**src/rtl/regs_write_port.sv**
```systemverilog
// Register file write-port front end: merges the WB result with buffered
// multi-cycle results and tracks registers still awaiting a multi-cycle write.

module regs_busy_bit (
    input  logic i_clk,
    input  logic i_rst,
    input  logic i_set,
    input  logic i_clr,
    output logic o_busy
);
    logic r_busy;

    // Set beats clear so a re-issue in the drain cycle stays tracked.
    always_ff @(posedge i_clk) begin
        if (!i_rst)     r_busy <= 1'b0;
        else if (i_set) r_busy <= 1'b1;
        else if (i_clr) r_busy <= 1'b0;
    end

    assign o_busy = r_busy;
endmodule

module regs_write_port #(
    parameter  int DATA_WIDTH = 32,
    parameter  int REGS_WIDTH = 5,
    parameter  int DEPTH      = 4,
    localparam int PW         = $clog2(DEPTH),
    localparam int CW         = PW + 1,
    localparam int NREGS      = 1 << REGS_WIDTH
) (
    input  logic                  i_clk,
    input  logic                  i_rst,
    input  logic                  i_cpu_en,
    input  logic                  i_wb_valid,
    input  logic [REGS_WIDTH-1:0] i_wb_rd,
    input  logic [DATA_WIDTH-1:0] i_wb_data,
    input  logic                  i_mc_issue,
    input  logic [REGS_WIDTH-1:0] i_mc_issue_rd,
    input  logic                  i_mc_valid,
    input  logic [REGS_WIDTH-1:0] i_mc_rd,
    input  logic [DATA_WIDTH-1:0] i_mc_data,
    output logic                  o_mc_ready,
    input  logic [REGS_WIDTH-1:0] i_rs1_address,
    input  logic [REGS_WIDTH-1:0] i_rs2_address,
    output logic                  o_rs1_busy,
    output logic                  o_rs2_busy,
    output logic                  o_is_write_regs,
    output logic [REGS_WIDTH-1:0] o_write_address,
    output logic [DATA_WIDTH-1:0] o_write_data,
    output logic [CW-1:0]         o_pending
);
    typedef struct packed {
        logic [REGS_WIDTH-1:0] rd;
        logic [DATA_WIDTH-1:0] data;
    } wr_t;

    wr_t             r_fifo [DEPTH];
    logic [PW-1:0]   r_wptr;
    logic [PW-1:0]   r_rptr;
    logic [CW-1:0]   r_cnt;
    logic            r_is_write;
    wr_t             r_out;

    logic            w_wb_hit;
    logic            w_push;
    logic            w_pop;
    wr_t             w_head;
    logic [NREGS-1:0] w_busy;

    assign w_wb_hit   = i_wb_valid && (i_wb_rd != '0);
    assign o_mc_ready = i_rst && i_cpu_en && (r_cnt != CW'(DEPTH));
    // rd==0 results are handshaken but never stored.
    assign w_push     = o_mc_ready && i_mc_valid && (i_mc_rd != '0);
    assign w_pop      = i_rst && i_cpu_en && !w_wb_hit && (r_cnt != '0);
    assign w_head     = r_fifo[r_rptr];

    always_ff @(posedge i_clk) begin
        if (w_push) r_fifo[r_wptr] <= '{rd: i_mc_rd, data: i_mc_data};
    end

    always_ff @(posedge i_clk) begin
        if (!i_rst) begin
            r_wptr <= '0;
            r_rptr <= '0;
            r_cnt  <= '0;
        end else if (i_cpu_en) begin
            if (w_push) r_wptr <= r_wptr + 1'b1;
            if (w_pop)  r_rptr <= r_rptr + 1'b1;
            case ({w_push, w_pop})
                2'b10:   r_cnt <= r_cnt + 1'b1;
                2'b01:   r_cnt <= r_cnt - 1'b1;
                default: r_cnt <= r_cnt;
            endcase
        end
    end

    always_ff @(posedge i_clk) begin
        if (!i_rst) begin
            r_is_write <= 1'b0;
            r_out      <= '0;
        end else if (!i_cpu_en) begin
            r_is_write <= 1'b0;
        end else if (w_wb_hit) begin
            r_is_write <= 1'b1;
            r_out      <= '{rd: i_wb_rd, data: i_wb_data};
        end else if (w_pop) begin
            r_is_write <= 1'b1;
            r_out      <= w_head;
        end else begin
            r_is_write <= 1'b0;
        end
    end

    assign w_busy[0] = 1'b0;
    for (genvar g = 1; g < NREGS; g++) begin : g_busy
        regs_busy_bit u_bit (
            .i_clk  (i_clk),
            .i_rst  (i_rst),
            .i_set  (i_cpu_en && i_mc_issue && (i_mc_issue_rd == REGS_WIDTH'(g))),
            .i_clr  (w_pop && (w_head.rd == REGS_WIDTH'(g))),
            .o_busy (w_busy[g])
        );
    end

    assign o_rs1_busy      = w_busy[i_rs1_address];
    assign o_rs2_busy      = w_busy[i_rs2_address];
    assign o_is_write_regs = r_is_write;
    assign o_write_address = r_out.rd;
    assign o_write_data    = r_out.data;
    assign o_pending       = r_cnt;
endmodule

```
**config.mk**
```make
export PLATFORM = sky130hd
export DESIGN_NAME = regs_write_port
export DESIGN_NICKNAME = d
export VERILOG_FILES = /design/src/rtl/regs_write_port.sv
export SDC_FILE = /design/constraint.sdc
export NUM_CORES = 1
export LEC_CHECK = 0
export ABC_AREA = 1
export CAP_MARGIN = 10
export CORE_MARGIN = 2
export CORE_UTILIZATION = 25
export CTS_CLUSTER_SIZE = 28
export DETAILED_ROUTE_END_ITERATION = 10
export DONT_BUFFER_PORTS = 1
export HOLD_SLACK_MARGIN = 0.02
export PLACE_DENSITY = 0.44
export SYNTH_ARGS = -nofsm -noshare
export SYNTH_HDL_FRONTEND = slang
export SYNTH_SLANG_ARGS = --single-unit
```
**constraint.sdc**
```tcl
create_clock -name i_clk -period 4.5 [get_ports i_clk]
set_input_delay 1.35 -clock i_clk [delete_from_list [all_inputs] [get_ports i_clk]]
set_output_delay 1.35 -clock i_clk [all_outputs]
set_load 0.03 [all_outputs]
```
# [Yosys cells after proc, flatten, opt, wreduce, memory -nomap -nowiden]
# Memories as Yosys holds them, arrays and structs flattened. A register that Yosys moved wholly into a read port is not among the register bits.
# Index checks and enable logic that the tools add are counted.
[word_totals] ff_bits=76 ram_bits=148 input_bits=95 output_inout_bits=44 wordCells=296 memories=1
[op_classes] n_addsub=4 n_lt_le_gt_ge=2 n_eq_ne=65 mux=75 reduce_logical=112
[mem_list] memory="r_fifo" depth=4 width=37 rd=1 rd_clocked_by_memory_dff=1 wr=1 line="57" source="wr_t r_fifo [DEPTH];"
[ops] op="5-bit == test, second input constant" n=32
[ops] op="5-bit by 4-bit == test with 1-bit output, second input constant" n=16
[ops] op="37-bit 2-to-1 mux" n=2
[ops] op="1-bit logical AND" n=70
[ops] op="1-bit 2-to-1 mux" n=68
[ops] op="2-bit nonzero test" n=33
[ops] op="5-bit by 3-bit == test with 1-bit output, second input constant" n=8
[ops] op="5-bit by 2-bit == test with 1-bit output, second input constant" n=4
[ops] op="5-bit by 6-bit less-than comparator with 1-bit output, second input constant" n=2
[ops] op="1-bit binary-select mux with 5-bit select" n=2
[ops] op="5-bit by 1-bit == test with 1-bit output, second input constant" n=2
[ops] op="2-bit AND reduction" n=5
[ops] op="5-bit nonzero test" n=2
[ops] op="3-bit one-hot mux with 2 select lines" n=1
[ops] op="2-bit by 1-bit adder with 2-bit output, second input constant" n=2
[ops] op="2-bit 2-to-1 mux" n=2
[ops] op="3-bit by 1-bit adder with 3-bit output, second input constant" n=1
[ops] op="3-bit != test, second input constant" n=1
[ops] op="3-bit nonzero test" n=1
[ops] op="3-bit by 1-bit subtractor with 3-bit output, second input constant" n=1
[ops] op="2-bit by 1-bit == test with 1-bit output, second input constant" n=1
[ops] op="2-bit == test, second input constant" n=1
[ops] op="1-bit zero test" n=1

# [Logic depth before layout (Yosys ltp)]
# Gate-level depths: netlist of run 1.
[depth] depth_word=8 mapped_depth=12 depth_no_buf=12

# [Modules after synthesis]
# Synthesis of run 1 repeated with hierarchy kept, for this count alone.
[unflattened] cells_unflattened=1341 hier_area_um2=10715.3
[modules_own_cells] module="regs_write_port" instances=1 cells_each=1155 area_each_um2=9357.7 seq_area_each_um2=5385.2
[modules_own_cells] module="regs_busy_bit" instances=31 cells_each=6 area_each_um2=43.8 seq_area_each_um2=20.0

# [Worst setup path after synthesis of run 1]
# No wires, ideal clock.
[synth_timing] path_type="input to register" startpoint="in i_rst" endpoint="mem r_fifo[0][0] (netlist name), enable pin" setup_time_ps=431 t_arrival_ps=4062 t_required_ps=4069 setup_slack_ps=6 stages=5 path_cell_list="buf_4 > nand2_2 > a21oi_1 > nand3_1 > nor2_1"
[synth_via] elab_chain_len=6
[synth_lines] item="start: declaration" line="32" source="input logic i_rst,"
[synth_lines] item="1-bit logical AND (2 in series)" line="71" source="assign o_mc_ready = i_rst && i_cpu_en && (r_cnt != CW'(DEPTH));"
[synth_lines] item="named net o_mc_ready" line="42" source="output logic o_mc_ready,"
[synth_lines] item="1-bit logical AND (2 in series)" line="73" source="assign w_push = o_mc_ready && i_mc_valid && (i_mc_rd != '0);"
[synth_lines] item="1-bit 2-to-1 mux" line="78" source="if (w_push) r_fifo[r_wptr] <= '{rd: i_mc_rd, data: i_mc_data};"
[synth_lines] item="1-bit 2-to-1 mux (implied by the code)" line="78"
[synth_lines] item="end: declaration" line="57"
# The timed path passes the listed nets, and every way through them passes these cells.

# [Worst setup path after layout of run 1]
[layout_timing] startpoint="in i_rs1_address[1]" endpoint="out o_rs1_busy"
[layout_via] elab_chain_len=2
[layout_lines] item="start: declaration" line="43" source="input logic [REGS_WIDTH-1:0] i_rs1_address,"
[layout_lines] item="1-bit binary-select mux with 5-bit select" line="125" source="assign o_rs1_busy = w_busy[i_rs1_address];"
[layout_lines] item="1-bit 2-to-1 mux (implied by the code)" line="125"
[layout_lines] item="end: declaration" line="45" source="output logic o_rs1_busy,"
# No other way between the ends. The select of a mux whose other input is x is not followed.

==> impl_metrics.yaml, run 1 <==
final_layout:
  synthToLayoutAreaGrowth_pct: 12.8
  nFillCells: 4261
  drive_gt1_share_pct: 9.18
  layout.nets: 1193
  multi_input_area_mm2: 0.00356
  final-seq-area_mm2: 0.00601
yosys:
  avgSynthCellArea_um2: 9.06
  synth-main-ff-cell: "edfxtp_1"
  synth_edf_count: 148
  synthTopCellsByArea: "edfxtp_1 44%, dfxtp_1 16%, nand2_1 12%"
  synthDistinctLibCells: 30
  ys_warn_count: 0
  synth-seq-area-share_pct: 59.9
  yosys.area.top_type: "edfxtp_1"
  syn_area_mm2: 0.0100
  ys_ff_latch: 226
  syn-num-nets: 1208
  synth.top_cell.area_share_pct: 44.3
  syn_inst: 1107
  yosys-top-cells-count: "313 x nand2_1, 167 x nor2_1, 148 x edfxtp_1, 103 x o21ai_0, 78 x dfxtp_1"
  synth-async-reset-ratio_pct: 0
  synth.most_common_cell: "nand2_1"
worst_hold_path:
  hp-class: "register to register"
clock_tree:
  cts-resized-gates: 0
  cts.path.max_buffers: 3
  cts_tree: "done"
  post_cts_buffers: 0
  cts_made_buffers: 26
  cts_root_buffer: "clkbuf_16"
  cts-htree-levels: 1
  clkSinkCount: 226
  ctsHoldBuffers: 0
  clkLatencyLatePin_ps: 560
  clk_pin_slew_worst_paths_ps: 60
floorplanning:
  fp-row-count: 73
  start_util_pct: 25.3
  io_pins: 139
  die_width_um: 204
  die_y_um: 204
  dieArea_mm2: 0.0417
  core_mm2: 0.0396
placed_design:
  port_buffers: 0
  place.gp.congestion: 0.828
  dp_hpwl_um: 18300
timing:
  slew_violations: 0
  finalSetupTns_ps: 0
  finalHoldViolations: 0
  rsz0062_at_grt: "no"
  whs_ps: 464
  max_freq_ghz: 0.275
  slew-limit-headroom_pct: 26.8
  period_share_pct: 80.9
  setup_viol: 0
  fin_skew_ps: 24.2
  period_needed_ps: 3640
  tightest_slew_ps: 1100
pwr:
  power_mw: 4.59
  switching_power_mw: 1.13
  p_seq_share_pct: 51.1
  p_leak_nw: 4.00
  internal-power_mw: 3.46
  peakVddDrop_uv: 286
  pwr-share-comb_pct: 5.3
  p_per_area_mw_per_mm2: 405
  pwr-share-clk_pct: 43.6
  p_sw_share_pct: 24.7
drt:
  drtAntennaViolNets: 0
  firstDrtPassIters: 5
  drc_errors: 0
  wl_per_cell_um: 17.9
  routed_wl_um: 29400
  vias: 7471
  drt_iter0_markers: 430
  drt-vias-per-instance: 4.56
status:
  outcome: "finished clean"
worst_setup_path:
  cp.required_ps: 3150
  cp_max_fo: 9
  path_class: "input pin to primary output"
  end_kind: "primary output"
  critPathLaunchType: "input pin"
  crit_arrival_ps: 2290
global_routing:
  grt_max_degree: 51
  grt_pass1_vias: 7370
  track_usage_pct: 14.1
  grt_antenna_before_repair: 0
  overflow: 0
  grt_pass1_wl_um: 44900
flow_run:
  drv_cap: 0
## cells by family after synthesis
family	after synthesis	share of synthesized area (%)
XOR/XNOR	1	0.0873
flip-flops	226	59.9
adder cells (fa/ha/maj)	6	0.823
AO/OA/AOI/OAI	196	10.4
AND/OR/NAND/NOR	577	23.9
buffers and inverters	101	5.00
## final cells by class
class / instances / share of cell area [%]
Inverter: 44 / 1.46
Sequential cell: 226 / 53.1
Clock inverter: 16 / 1.19
Timing Repair Buffer: 14 / 1.04
Antenna cell: 2 / 0.0442
Tap cell: 525 / 5.80
Multi-Input combinational cell: 780 / 31.5
Clock buffer: 31 / 5.91
## metrics by stage
step / std cells / utilization (%) / setup slack [ps] / instance area, um^2
6_report: 1638 / 28.6 / 858 / 11300
3_3_place_gp: 1589 / 26.5 / 868 / 10500
3_5_place_dp: 1589 / 26.5 / 863 / 10500
4_1_cts: 1636 / 28.5 / 860 / 11300
2_1_floorplan: 1107 / - / 6.17 / 10000
5_1_grt: 1636 / 28.5 / 718 / 11300
## layout by cell type, fill, tap and decap left out
| cell | count |
|---|---|
| buf_4 | 13 |
| o21ai_0 | 103 |
| bufinv_16 | 1 |
| o211ai_1 | 4 |
| nand2_2 | 10 |
| clkinv_2 | 2 |
| a21oi_2 | 1 |
| inv_2 | 5 |
| clkinv_1 | 9 |
| or2_2 | 3 |
| nand3_1 | 56 |
| nor3_1 | 1 |
| clkbuf_16 | 26 |
| dfxtp_2 | 2 |
| clkinvlp_4 | 4 |
| nor2_4 | 6 |
| inv_1 | 37 |
| clkinv_16 | 1 |
| dfxtp_1 | 76 |
| ha_1 | 5 |
| nand3_2 | 2 |
| o21ai_4 | 1 |
| fa_1 | 1 |
| a21oi_1 | 43 |
| o21ai_1 | 12 |
| edfxtp_1 | 148 |
| diode_2 | 2 |
| nand2_1 | 313 |
| buf_12 | 1 |
| nand2_4 | 8 |
| clkinv_4 | 1 |
| nor2_1 | 163 |
| o22ai_1 | 32 |
| xor2_1 | 1 |
| nor2_2 | 15 |
| clkbuf_1 | 5 |
## power groups by stage
stage / sequential [mW] / clock, mW / combinational, mW
final: 2.35 / 2.00 / 0.242
after global routing: 2.35 / 2.15 / 0.278
after CTS: 2.35 / 2.07 / 0.248
after detailed placement: 2.39 / 0 / 0.247
after global placement: 2.39 / 0 / 0.245
after floorplan: 2.38 / 0 / 0.191
## metal layers
metal / vias up / track usage, % / share of wire [%]
met3: 43 / 3.54 / 6.0
met5: - / 0 / 0
li1: 3672 / - / -
met1: 3588 / 18.0 / 45
met2: 168 / 23.7 / 47
met4: 0 / 3.91 / 2.5
## flip-flops by register name, summed over array words and instances, names as in the netlist, named ones only
| register | count |
|---|---|
| o_write_data | 32 |
| r_wptr | 2 |
| o_write_address | 5 |
| o_pending | 3 |
| r_rptr | 2 |
| o_is_write_regs | 1 |
| r_fifo | 148 |
| g_busy.u_bit.o_busy | 31 |
## critical path, cell delays in order
cell and delay (ps):
clkinv_1 200, a21oi_1 180, o21ai_0 100, nand3_1 80
nand3_1 70, nand2_1 60, nand2_1 40, nand2_1 220
## path summary, 6_finish.rpt
path	startpoint	endpoint	slack (ps)	cells past startpoint
worst max-delay path	i_rs1_address[1]	o_rs1_busy	860	8
worst min-delay path	g_busy[6].u_bit.o_busy	g_busy[6].u_bit.o_busy	460	2
worst max register to register	o_pending[1]	o_pending[2]	1720	10
worst min register to register	g_busy[6].u_bit.o_busy	g_busy[6].u_bit.o_busy	460	2
Power figures use the tool's default switching activity.
==> run 2: changes to the inputs <==
==> constraint.sdc (replaced) <==
create_clock -name i_clk -period 3.4 [get_ports i_clk]
set_input_delay 1.02 -clock i_clk [delete_from_list [all_inputs] [get_ports i_clk]]
set_output_delay 1.02 -clock i_clk [all_outputs]
set_load 0.03 [all_outputs]
==> run 2 against run 1 <==
Against the previous run:
- sequential cell count unchanged
- global-route usage down 0.38 points
- hold slack better by 8.1 ps
==> impl_metrics.yaml, run 2 (same netlist as run 1, synthesis figures left out) <==
placed_design:
  port_buffers: 0
  dp_slack_ps: 234
  dp_hpwl_um: 19200
  place.gp.congestion: 0.810
pwr:
  peakVddDrop_uv: 321
  p_per_area_mw_per_mm2: 548
  power_mw: 6.26
  p_leak_nw: 4.07
floorplanning:
  dieArea_mm2: 0.0417
  die_width_um: 204
  fp-row-count: 73
  io_pins: 139
  die_y_um: 204
  core_mm2: 0.0396
  start_util_pct: 25.3
worst_setup_path:
  slowest_delay_ps: 220
  cp.required_ps: 2380
  worstPathCellList: "clkinv_1 -> a21oi_1 -> o21ai_0 -> nand3_1 -> nand3_1 -> nand2_1 -> nand2_1 -> nand2_1"
  cp_num_buf_inv: 1
  crit_top_cell: "nand2_1"
  cp_top_family: "simple AND/OR/NAND/NOR gates"
  crit_arrival_ps: 1990
  cp_max_fo: 9
  r2r-start: "o_pending[2]"
  path_class: "input pin to primary output"
  end_kind: "primary output"
  slowest_stage: "nand2_1"
  cp.depth: 8
  critical_path.startpoint: "i_rs1_address[1]"
  critPathLaunchType: "input pin"
  r2r_cells: 11
drt:
  drt_iter0_markers: 485
  drc_errors: 0
  wl_per_cell_um: 17.5
  drt-vias-per-instance: 4.54
  firstDrtPassIters: 5
  vias: 7452
  drtAntennaViolNets: 0
  routed_wl_um: 28800
final_layout:
  drive_gt1_share_pct: 10.1
  largest_reg_flops: 148
  layout.nets: 1199
  final_cell_mix: "313 x nand2_1, 163 x nor2_1, 148 x edfxtp_1"
  layout_commonest_cell: "nand2_1"
  synthToLayoutAreaGrowth_pct: 13.8
  diodes: 0
  largest_register: "r_fifo"
global_routing:
  busiest_layer: "met2"
  overflow: 0
  grt_antenna_before_repair: 1
  met2_usage_pct: 22.7
  grt_pass1_wl_um: 44000
  grt_max_degree: 76
  grt_use_met3_pct: 4.10
  grt_pass1_vias: 7309
  track_usage_pct: 13.7
  grtUsageMet1_pct: 17.3
worst_hold_path:
  whs_path_depth: 2
  hp-class: "register to register"
  min_from: "g_busy[4].u_bit.o_busy"
timing:
  rsz0062_at_grt: "no"
  slew_violations: 0
  slew-limit-headroom_pct: 46.3
  finalHoldViolations: 0
  max_freq_ghz: 0.332
  period_share_pct: 88.6
  setup_viol: 0
  period_needed_ps: 3010
  setup_ws_ps: 388
  fin_skew_ps: 25.1
  tightest_slew_ps: 804
clock_tree:
  clk_pin_slew_worst_paths_ps: 60
  cts.path.max_buffers: 3
  cts_root_buffer: "clkbuf_16"
  ctsHoldBuffers: 0
  post_cts_buffers: 0
  clkSinkCount: 226
  cts_tree: "done"
  cts-resized-gates: 0
  cts-htree-levels: 1
  clkLatencyLatePin_ps: 540
  cts_made_buffers: 26
status:
  outcome: "finished clean"
flow_run:
  drv_cap: 0
-- run 2: routing by layer --
metal,part of all wire (%),wire length (um)
met1,43,12400
met2,46,13300
met3,8.1,2320
met4,2.4,693
met5,0,0
-- run 2: cell type report --
cell class	instances	area [um^2]
Fill cell	4238	28200
Inverter	44	165
Tap cell	525	657
Multi-Input combinational cell	780	3560
Clock buffer	32	693
Clock inverter	16	173
Timing Repair Buffer	20	163
Sequential cell	226	6010
-- run 2: worst paths after layout --
path	endpoint	slack, ps
hold reg to reg	g_busy[4].u_bit.o_busy	470
setup / recovery	o_rs1_busy	390
hold / removal	g_busy[4].u_bit.o_busy	470
setup reg to reg	o_pending[2]	650
-- run 2: metrics by stage --
step | setup TNS [ps] | hold slack (ps) | cells | instance area [um^2] | utilization (%)
floorplan | -32920 | 439 | 1107 | 10000 | -
global placement | 0 | 455 | 1595 | 10600 | 26.6
detailed placement | 0 | 464 | 1595 | 10600 | 26.6
CTS | 0 | 473 | 1643 | 11400 | 28.8
global route | 0 | 484 | 1643 | 11400 | 28.8
finish | 0 | 472 | 1643 | 11400 | 28.8
-- run 2: worst register-to-register path: cells and delay by family, from the launching register on --
kind | cells | cell delay [ps]
flops | 1 | 540
fa+ha+maj | 2 | 560
compound gates | 5 | 830
buf+inv | 3 | 420
simple gates | 1 | 290
-- run 2: report_power, final --
group | switching, mW | internal [mW]
Sequential | 0.112 | 2.99
Clock | 1.16 | 1.68
Combinational | 0.223 | 0.0986
